==> config.mk <==
export PLATFORM = sky130hd
export DESIGN_NAME = hazard_stall_unit
export DESIGN_NICKNAME = d
export VERILOG_FILES = /design/src/rtl/hazard_stall_unit.sv
export SDC_FILE = /design/constraint.sdc
export NUM_CORES = 1
export LEC_CHECK = 0
export ABC_AREA = 1
export CORE_MARGIN = 2
export CORE_UTILIZATION = 40
export CTS_BUF_LIST = sky130_fd_sc_hd__clkbuf_8
export DETAILED_ROUTE_END_ITERATION = 16
export PLACE_DENSITY = 0.67
export SLEW_MARGIN = 5
export SYNTH_ARGS = -nofsm -noshare
export SYNTH_HDL_FRONTEND = slang
export SYNTH_SLANG_ARGS = --single-unit
==> constraint.sdc <==
create_clock -name clk -period 2.4 [get_ports clk]
set_clock_uncertainty 0.15 [all_clocks]
set_input_delay 0.48 -clock clk [delete_from_list [all_inputs] [get_ports clk]]
set_output_delay 0.48 -clock clk [all_outputs]
set_load 0.01 [all_outputs]
==> src/rtl/hazard_stall_unit.sv <==
// Hazard/stall controller: load-use bubbles, branch flushes,
// data-memory wait freeze with timeout trap, stall perf counter.
module hazard_stall_unit #(
    parameter int MEM_TIMEOUT = 16,
    parameter int CNT_W       = 16
) (
    input  logic             clk,
    input  logic             rst_n,
    input  logic [4:0]       id_rs1,
    input  logic [4:0]       id_rs2,
    input  logic             id_uses_rs1,
    input  logic             id_uses_rs2,
    input  logic             ex_memread,
    input  logic [4:0]       ex_rd,
    input  logic             ex_branch_taken,
    input  logic             mem_req,
    input  logic             mem_ready,
    output logic             pc_write,
    output logic             if_id_write,
    output logic             if_id_flush,
    output logic             id_ex_bubble,
    output logic             freeze,
    output logic             mem_timeout_err,
    output logic [CNT_W-1:0] stall_count
);

    typedef enum logic [1:0] {RUN, MEM_WAIT, TRAP} state_t;

    localparam logic [7:0]       TIMEOUT = 8'(MEM_TIMEOUT);
    localparam logic [CNT_W-1:0] CNT_MAX = '1;

    state_t     state, state_nx;
    logic       pend_flush, pend_flush_nx;
    logic [7:0] wait_cnt, wait_cnt_nx;
    logic       err_nx;
    logic       mem_stall;
    logic       load_use;

    assign mem_stall = mem_req & ~mem_ready;
    assign load_use  = ex_memread & (ex_rd != 5'd0) &
                       ((id_uses_rs1 & (id_rs1 == ex_rd)) |
                        (id_uses_rs2 & (id_rs2 == ex_rd)));

    always_comb begin
        state_nx      = state;
        pend_flush_nx = pend_flush;
        wait_cnt_nx   = wait_cnt;
        err_nx        = mem_timeout_err;
        pc_write      = 1'b1;
        if_id_write   = 1'b1;
        if_id_flush   = 1'b0;
        id_ex_bubble  = 1'b0;
        freeze        = 1'b0;
        unique case (state)
            RUN: begin
                if (mem_stall) begin
                    freeze        = 1'b1;
                    pc_write      = 1'b0;
                    if_id_write   = 1'b0;
                    state_nx      = MEM_WAIT;
                    wait_cnt_nx   = 8'd1;
                    pend_flush_nx = ex_branch_taken;
                end else if (ex_branch_taken) begin
                    if_id_flush  = 1'b1;
                    id_ex_bubble = 1'b1;
                end else if (load_use) begin
                    pc_write     = 1'b0;
                    if_id_write  = 1'b0;
                    id_ex_bubble = 1'b1;
                end
            end
            MEM_WAIT: begin
                if (mem_stall) begin
                    freeze        = 1'b1;
                    pc_write      = 1'b0;
                    if_id_write   = 1'b0;
                    wait_cnt_nx   = wait_cnt + 8'd1;
                    pend_flush_nx = pend_flush | ex_branch_taken;
                    if (wait_cnt_nx >= TIMEOUT) begin
                        state_nx = TRAP;
                        err_nx   = 1'b1;
                    end
                end else begin
                    state_nx      = RUN;
                    wait_cnt_nx   = 8'd0;
                    pend_flush_nx = 1'b0;
                    if (pend_flush | ex_branch_taken) begin
                        if_id_flush  = 1'b1;
                        id_ex_bubble = 1'b1;
                    end else if (load_use) begin
                        pc_write     = 1'b0;
                        if_id_write  = 1'b0;
                        id_ex_bubble = 1'b1;
                    end
                end
            end
            TRAP: begin
                freeze      = 1'b1;
                pc_write    = 1'b0;
                if_id_write = 1'b0;
            end
            default: state_nx = RUN;
        endcase
        // Hold the strobes at their idle values while reset is asserted
        if (!rst_n) begin
            pc_write     = 1'b1;
            if_id_write  = 1'b1;
            if_id_flush  = 1'b0;
            id_ex_bubble = 1'b0;
            freeze       = 1'b0;
        end
    end

    always_ff @(posedge clk or negedge rst_n) begin
        if (!rst_n) begin
            state           <= RUN;
            pend_flush      <= 1'b0;
            wait_cnt        <= 8'd0;
            mem_timeout_err <= 1'b0;
            stall_count     <= '0;
        end else begin
            state           <= state_nx;
            pend_flush      <= pend_flush_nx;
            wait_cnt        <= wait_cnt_nx;
            mem_timeout_err <= err_nx;
            if (!pc_write && stall_count != CNT_MAX)
                stall_count <= stall_count + 1'b1;
        end
    end

endmodule

# After elaboration in Yosys (flattened, before gate mapping)
# Index checks and enable logic that the tools add are counted.
# totals
regBits,28
elab_cells,66
# classes
n_reduce_logical,9
bitwise_logic,9
mux,33
n_eq_ne,7
magnitude_cmp,1
add_sub_neg,2
# op_table
cell,n
$mux W1,21
$add A16 B1 Y16 const B,1
$mux W8,2
$ne A16 B16 Y1 const B,1
$pmux W8 S2,1
$eq A5 B5 Y1,2
$add A8 B1 Y8 const B,1
$ge A8 B5 Y1 const B,1
$pmux W1 S2,4
$mux W2,3
$pmux W2 S3,1
$reduce_and A3 Y1,2
$and A1 B1 Y1,5
$reduce_bool A5 Y1,1
$ne A3 B3 Y1 const B,1
$pmux W1 S3,1
$eq A2 B1 Y1 const B,1
$eq A2 B2 Y1 const B,1
$logic_not A2 Y1,1
$ne A2 B2 Y1 const B,1
$not A1 Y1,2
$or A1 B1 Y1,2
$reduce_and A2 Y1,1
$reduce_bool A2 Y1,1
other kinds (3),3

# Logic depth before layout (Yosys ltp)
# Gate-level depths: netlist of the first run.
# depth
ltp_word,11
depth_mapped,12

# Worst setup path before layout of the first run
# OpenSTA, ideal clock, no wires.
# synth_path
path_type,input port to output port
start,input port mem_req
end,output port pc_write
arrival_time_ns,1.632
path_stages,9
required_ns,1.770
setup_slack_ns,0.138
path_cell_list,inv_1 > nor2_1 > nor2_1 > nor2_1 > inv_1 > nand2_2 > buf_2 > inv_1 > buf_4
# synth_via
elab_chain_len,4
elab_cells_between_ends,5
cone_classes,mux (4); bitwise (1)
# synth_lines
element,line,text
from (decl),16,"input logic mem_req,"
$and A1 B1 Y1 (*),39,assign mem_stall = mem_req & ~mem_ready;
$mux W1 (on tied branches),n/a,
$pmux W1 S3 (*),n/a,
$mux W1 (*),n/a,
to (decl),18,"output logic pc_write,"
# Every way passes the cells marked *; elsewhere a longest branch is shown, timed or not.

# Worst setup path after layout of the first run
# layout_path
start,input port rst_n
end,output port if_id_write
# layout_via
elab_chain_len,1
# layout_lines
element,line,text
from (decl),8,"input logic rst_n,"
$mux W1,105,if (!rst_n) begin
to (decl),19,"output logic if_id_write,"
# No other way between the ends.

==> impl_metrics.csv, run 1 <==
group,metric,value,unit
status,status,"finished, final reports clean",
timing,final-hold-violation-count,0,
placement,gp_congestion,0.823,
worst_setup_path,worstPathMaxFanout,2,
detailed_routing,drtIter0Drc,64,
yosys,yosys.cell_types.count,25,
global_route,grt_pass1_wl,6.70,mm
global_route,grt_start_max_net_pins,29,
clocking,clock_path_buffers,2,
final_layout,drive_gt1_share,10.3,%
worst_setup_path,crit_path_frequent_cell,"inv_1",
detailed_routing,first_pass_iters,4,
timing,setup_viol,0,
clocking,post_cts_buffers,0,
power_and_ir_drop,power_density,503,nW/um^2
die,fp.dieH,72.1,um
yosys,ys_warn_count,0,
worst_setup_path,required,1.77,ns
clocking,clock_latency,0.28,ns
clocking,clock_sinks,28,
worst_hold_path,hp-class,"reg2reg",
timing,fin_ws,0.127,ns
timing,rsz0062_at_grt,"false",
power_and_ir_drop,p_leak,1.33,nW
placement,hpwl,3.10,mm
die,die_x,72.1,um
worst_setup_path,crit_buf_inv,5,
final_layout,layout_common_cells,"86 x nand2_1, 40 x inv_1, 29 x nand3_1",
timing,tightest_slew,0.404,ns
detailed_routing,routed_wl,4.11,mm
job,drv_cap,0,
detailed_routing,vias_per_cell,4.77,
global_route,grt.total_usage,16.2,%
yosys,syn_avg_cell_area,6.91,sq um
final_layout,layout-area-overhead-vs-synth,34.1,%
worst_setup_path,worstPathCellList,"clkdlybuf4s50_1 -> inv_1 -> a21oi_2 -> inv_1 -> nor2_2 -> nand3_2 -> nand2_2 -> inv_2 -> buf_6",
power_and_ir_drop,vdd_ir_drop_max,0.353,mV
power_and_ir_drop,totalPowerFinal,1.25,mW
global_route,grt_antenna_before_repair,0,
worst_setup_path,end_kind,"primary output",
clocking,cts_tree,"yes",
yosys,syn_inst,268,
worst_setup_path,cp-start-kind,"input port",
detailed_routing,ant_nets,0,
yosys,post_synth_instance_area,1850,sq um
final_layout,layout.cells.most_common,"nand2_1",
yosys,ys_seq_area_share,37.8,%
worst_setup_path,crit_type,"in2out",
detailed_routing,route.detailed.drc,0,
placement,io_buffers,44,
detailed_routing,routedWlPerCell,11.1,um
worst_setup_path,cpPeakStageDelay,0.47,ns
final_layout,diodes,0,
placement,pre_cts_ws,-0.441,ns
die,dieArea,5190,sq um
worst_setup_path,arrival,1.64,ns
final_layout,nets,345,
die,start_util,42.0,%
clocking,clk_pin_slew,0.10,ns
timing,period_minus_slack,2.27,ns
clocking,holdBufCountCts,0,
global_route,globalRouteOverflowTotal,0,
clocking,cts_buffers,3,
clocking,h-tree-depth,1,
timing,relSlewSlack,72.8,%
global_route,grt_pass1_vias,1531,
die,rows,24,
detailed_routing,vias,1769,
clocking,cts_root_buffer,"clkbuf_8",
yosys,ys_ff_latch,28,
die,ios,45,
timing,fmax,440,MHz
worst_setup_path,cp_slowest_cell,"clkdlybuf4s50_1",
worst_setup_path,cp_top_family,"buffers and inverters",
timing,fin_crit_sh,94.7,%
timing,slew_violations,0,
yosys,synth.net_count,293,
die,core-area,4410,sq um
registers in the layout, summed over array words and instances (netlist names):
| signal | cells |
|---|---|
| wait_cnt | 8 |
| state | 2 |
| mem_timeout_err | 1 |
| pend_flush | 1 |
| stall_count | 16 |
worst min-delay path: stages, from the launching register on:
cell     delay [ns]
dfrtp_1        0.36
inv_1          0.04
nand2_1        0.05
through the flow:
stage	utilization, %	hold WS [ns]	setup TNS, ns	instance area [sq um]	std cells
finish	56.3	0.333	0	2480	371
CTS	55.2	0.347	0	2430	371
global placement	54.0	0.321	-1.75	2380	367
detailed placement	54.0	0.324	-2.26	2380	367
floorplan	-	0.0344	0	1850	268
global route	56.3	0.389	0	2480	371
synth_stat cells, drive strengths merged:
cell,instances,share of area (%)
nor4,1,0.68
nor2,27,6.0
o21ai,6,1.6
xor2,11,5.2
nor3,7,2.5
nand4,3,1.0
nand3,31,8.6
xnor2,3,1.4
buf,4,1.6
o22ai,3,1.0
a32o,3,1.6
dfrtp,28,38
ha,2,1.4
a21oi,5,1.4
nand2,91,20
inv,43,8.7
final cells by class:
type	instances	area [sq um]
Clock buffer	3	41.3
Inverter	43	161
Multi-Input combinational cell	193	986
Fill cell	432	1930
Sequential cell	28	701
Clock inverter	1	30.0
Timing Repair Buffer	51	500
Tap cell	52	65.1
layer usage:
layer	global-route usage, %	up-vias	wire (um)
met2	26.0	32	1900
met5	0	-	0
met4	4.40	0	50
met3	3.75	5	163
met1	22.0	788	1990
li1	-	944	-
power by group:
part           leakage [nW]  internal, mW  switching (mW)  total (mW)
sequential            0.369         0.508          0.0599       0.568
combinational         0.925         0.158           0.144       0.302
clock                0.0357         0.224           0.156       0.379
total                  1.33         0.890           0.359        1.25
repair_timing:
action,in CTS,in global routing
pin swaps,3,10
resized for setup,24,17
endpoints found under the setup margin,5,4
kinds of logic after synthesis:
logic type | Yosys count | share of synthesized area [%]
fa+ha+maj | 2 | 1.35
compound gates | 17 | 5.60
buf+inv | 47 | 10.3
simple gates | 160 | 38.4
flops | 28 | 37.8
xor+xnor | 14 | 6.62
worst paths after layout:
check | slack (ns) | end | start | cells past startpoint
min in group asynchronous | 0.45 | mem_timeout_err | rst_n | 2
max reg2reg | 0.42 | stall_count[6] | stall_count[0] | 9
min | 0.33 | mem_timeout_err | mem_timeout_err | 2
max | 0.13 | if_id_write | rst_n | 9
max in group asynchronous | 1.37 | stall_count[6] | rst_n | 2
min reg2reg | 0.33 | mem_timeout_err | mem_timeout_err | 2
Power figures use the tool's default switching activity.
==> run 2: changes to the inputs <==
==> constraint.sdc (replaced) <==
create_clock -name clk -period 2.9 [get_ports clk]
set_clock_uncertainty 0.15 [all_clocks]
set_input_delay 0.58 -clock clk [delete_from_list [all_inputs] [get_ports clk]]
set_output_delay 0.58 -clock clk [all_outputs]
set_load 0.01 [all_outputs]
==> run 2 against run 1 <==
Net effect: register-to-register slack better by 0.51 ns; via count barely moved; critical path type unchanged; largest cell class unchanged; design area is 2.7% lower; combinational power down 18%; highest routed layer unchanged; cell count fell by 0.81%; largest power group unchanged; die area unchanged; wire length down 1.9%; non-clock buffer count decreased by 3; sequential share of layout area rose by 0.77 points; sequential cell count stayed put; first-iteration DRC count up 16%; utilization shrank 1.5 points.
==> impl_metrics.csv, run 2 (synthesis results as in run 1) <==
group,metric,value,unit
status,status,"finished, final reports clean",
final_layout,layout_common_cells,"87 x nand2_1, 41 x inv_1, 38 x clkdlybuf4s50_1",
clocking,cts_tree,"yes",
placement,hpwl,3.11,mm
timing,final.setup.tns,0,ns
final_layout,drive_gt1_share,6.01,%
clocking,h-tree-depth,1,
detailed_routing,route.detailed.drc,0,
worst_setup_path,crit_path_frequent_cell,"nand2_1",
global_route,globalRouteOverflowTotal,0,
power_and_ir_drop,power_density,398,nW/um^2
final_layout,max_flop_register,"stall_count",
global_route,grt_pass1_wl,7.04,mm
timing,relSlewSlack,74.8,%
global_route,grt_start_max_net_pins,29,
worst_setup_path,cp-start-kind,"input port",
detailed_routing,vias_per_cell,4.80,
detailed_routing,first_pass_iters,4,
timing,fin_crit_sh,94.7,%
clocking,cts_root_buffer,"clkbuf_8",
die,start_util,42.0,%
placement,io_buffers,44,
die,core-area,4410,sq um
clocking,holdBufCountCts,0,
clocking,cts_buffers,3,
detailed_routing,drtIter0Drc,74,
die,rows,24,
final_layout,fillers,430,
final_layout,layout-area-overhead-vs-synth,30.5,%
worst_setup_path,worstPathCellList,"clkdlybuf4s50_1 -> inv_1 -> nand2_1 -> nand2_1 -> nor2_1 -> nand3_1 -> nand2_1 -> nand3_1 -> nand2_2 -> inv_1 -> dlygate4sd2_1",
clocking,clock_latency,0.28,ns
detailed_routing,ant_nets,0,
worst_setup_path,cp_top_family,"buffers and inverters",
worst_hold_path,hp-class,"reg2reg",
die,dieArea,5190,sq um
timing,slew_violations,0,
detailed_routing,routedWlPerCell,10.9,um
worst_setup_path,worstPathMaxFanout,4,
final_layout,nets,342,
detailed_routing,vias,1768,
final_layout,top_regs,"stall_count x16, wait_cnt x8, state x2",
final_layout,diodes,0,
final_layout,multi_input_area,962,sq um
timing,tightest_slew,0.375,ns
timing,final-hold-violation-count,0,
clocking,clock_path_buffers,2,
placement,place_area,2360,sq um
final_layout,largest_reg_flops,16,
final_layout,design_area,2420,sq um
global_route,grt_antenna_before_repair,0,
die,die_x,72.1,um
timing,fmax,364,MHz
worst_setup_path,cp_slowest_cell,"clkdlybuf4s50_1",
worst_setup_path,required,2.17,ns
job,drv_cap,0,
final_layout,ff_latch_area,701,sq um
placement,gp_congestion,0.815,
worst_setup_path,arrival,2.01,ns
detailed_routing,routed_wl,4.03,mm
power_and_ir_drop,vdd_ir_drop_max,0.267,mV
worst_setup_path,end_kind,"primary output",
die,ios,45,
timing,period_minus_slack,2.74,ns
final_layout,layout.cells.most_common,"nand2_1",
clocking,clock_sinks,28,
die,fp.dieH,72.1,um
timing,setup_viol,0,
worst_setup_path,crit_buf_inv,4,
worst_setup_path,crit_type,"in2out",
clocking,clk_pin_slew,0.09,ns
global_route,grt.total_usage,17.0,%
worst_setup_path,cpPeakStageDelay,0.51,ns
power_and_ir_drop,p_leak,1.25,nW
global_route,grt_pass1_vias,1594,
[run 2: changes by cell type in the layout (fill, tap and decap cells not counted), sizes merged, moves of 5 or more]
| cell | before | now |
|---|---|---|
| clkdlybuf4s50 | 24 | 38 |
| buf | 10 | 4 |
| dlygate4sd2 | 8 | 3 |
| dlymetal6s2s | 8 | 3 |
[run 2: area by class of cell]
class,instances,area share (%)
Clock buffer,4,2.28
Tap cell,52,2.69
Timing Repair Buffer,48,19.6
Multi-Input combinational cell,193,39.8
Inverter,43,6.67
Sequential cell,28,29.0
[run 2: per-stage QoR]
step / power, mW / utilization (%) / hold WS, ns / instances / setup slack [ns]
floorplan: 0.593 / - / 0.134 / 268 / 0.438
global placement: 0.724 / 53.5 / 0.300 / 364 / -0.0921
detailed placement: 0.731 / 53.5 / 0.323 / 364 / -0.111
CTS: 0.977 / 54.6 / 0.349 / 368 / 0.118
global route: 1.02 / 54.8 / 0.374 / 368 / -0.00994
finish: 0.964 / 54.8 / 0.346 / 368 / 0.155
[run 2: worst paths after layout]
kind                                 start               to  slack (ns)  cells after the start
max                               ex_rd[0]      if_id_write        0.16                     11
min                        mem_timeout_err  mem_timeout_err        0.35                      2
max reg2reg                 stall_count[0]   stall_count[3]        0.93                      9
min reg2reg                mem_timeout_err  mem_timeout_err        0.35                      2
max in group asynchronous            rst_n   stall_count[1]        1.75                      2
min in group asynchronous            rst_n      wait_cnt[6]        0.58                      2
[run 2: metal layers]
layer	wire length, um	part of all wire, %	global-route usage, %
met1	1980	49	23.7
met5	0	0	0
met3	122	3.0	2.08
met4	75	1.9	6.92
met2	1850	46	26.9
[run 2: repair_timing]
action                     CTS  global route
pin swaps                    0             3
setup endpoints to repair    3             3
gates resized for setup      3             4
cloned                       0             0
setup buffers                0             0
[run 2: report_power, final]
part	switching [mW]	total, mW	leakage, nW	internal [mW]
clock network	0.122	0.244	0.0288	0.122
registers	0.0520	0.473	0.369	0.421
logic	0.116	0.247	0.852	0.131
total	0.290	0.964	1.25	0.673
[run 2: tightest hold or removal path, cell delays in order, from the launching register on]
cell and delay, ns:
dfrtp_1 0.36, inv_1 0.05, nand2_1 0.06
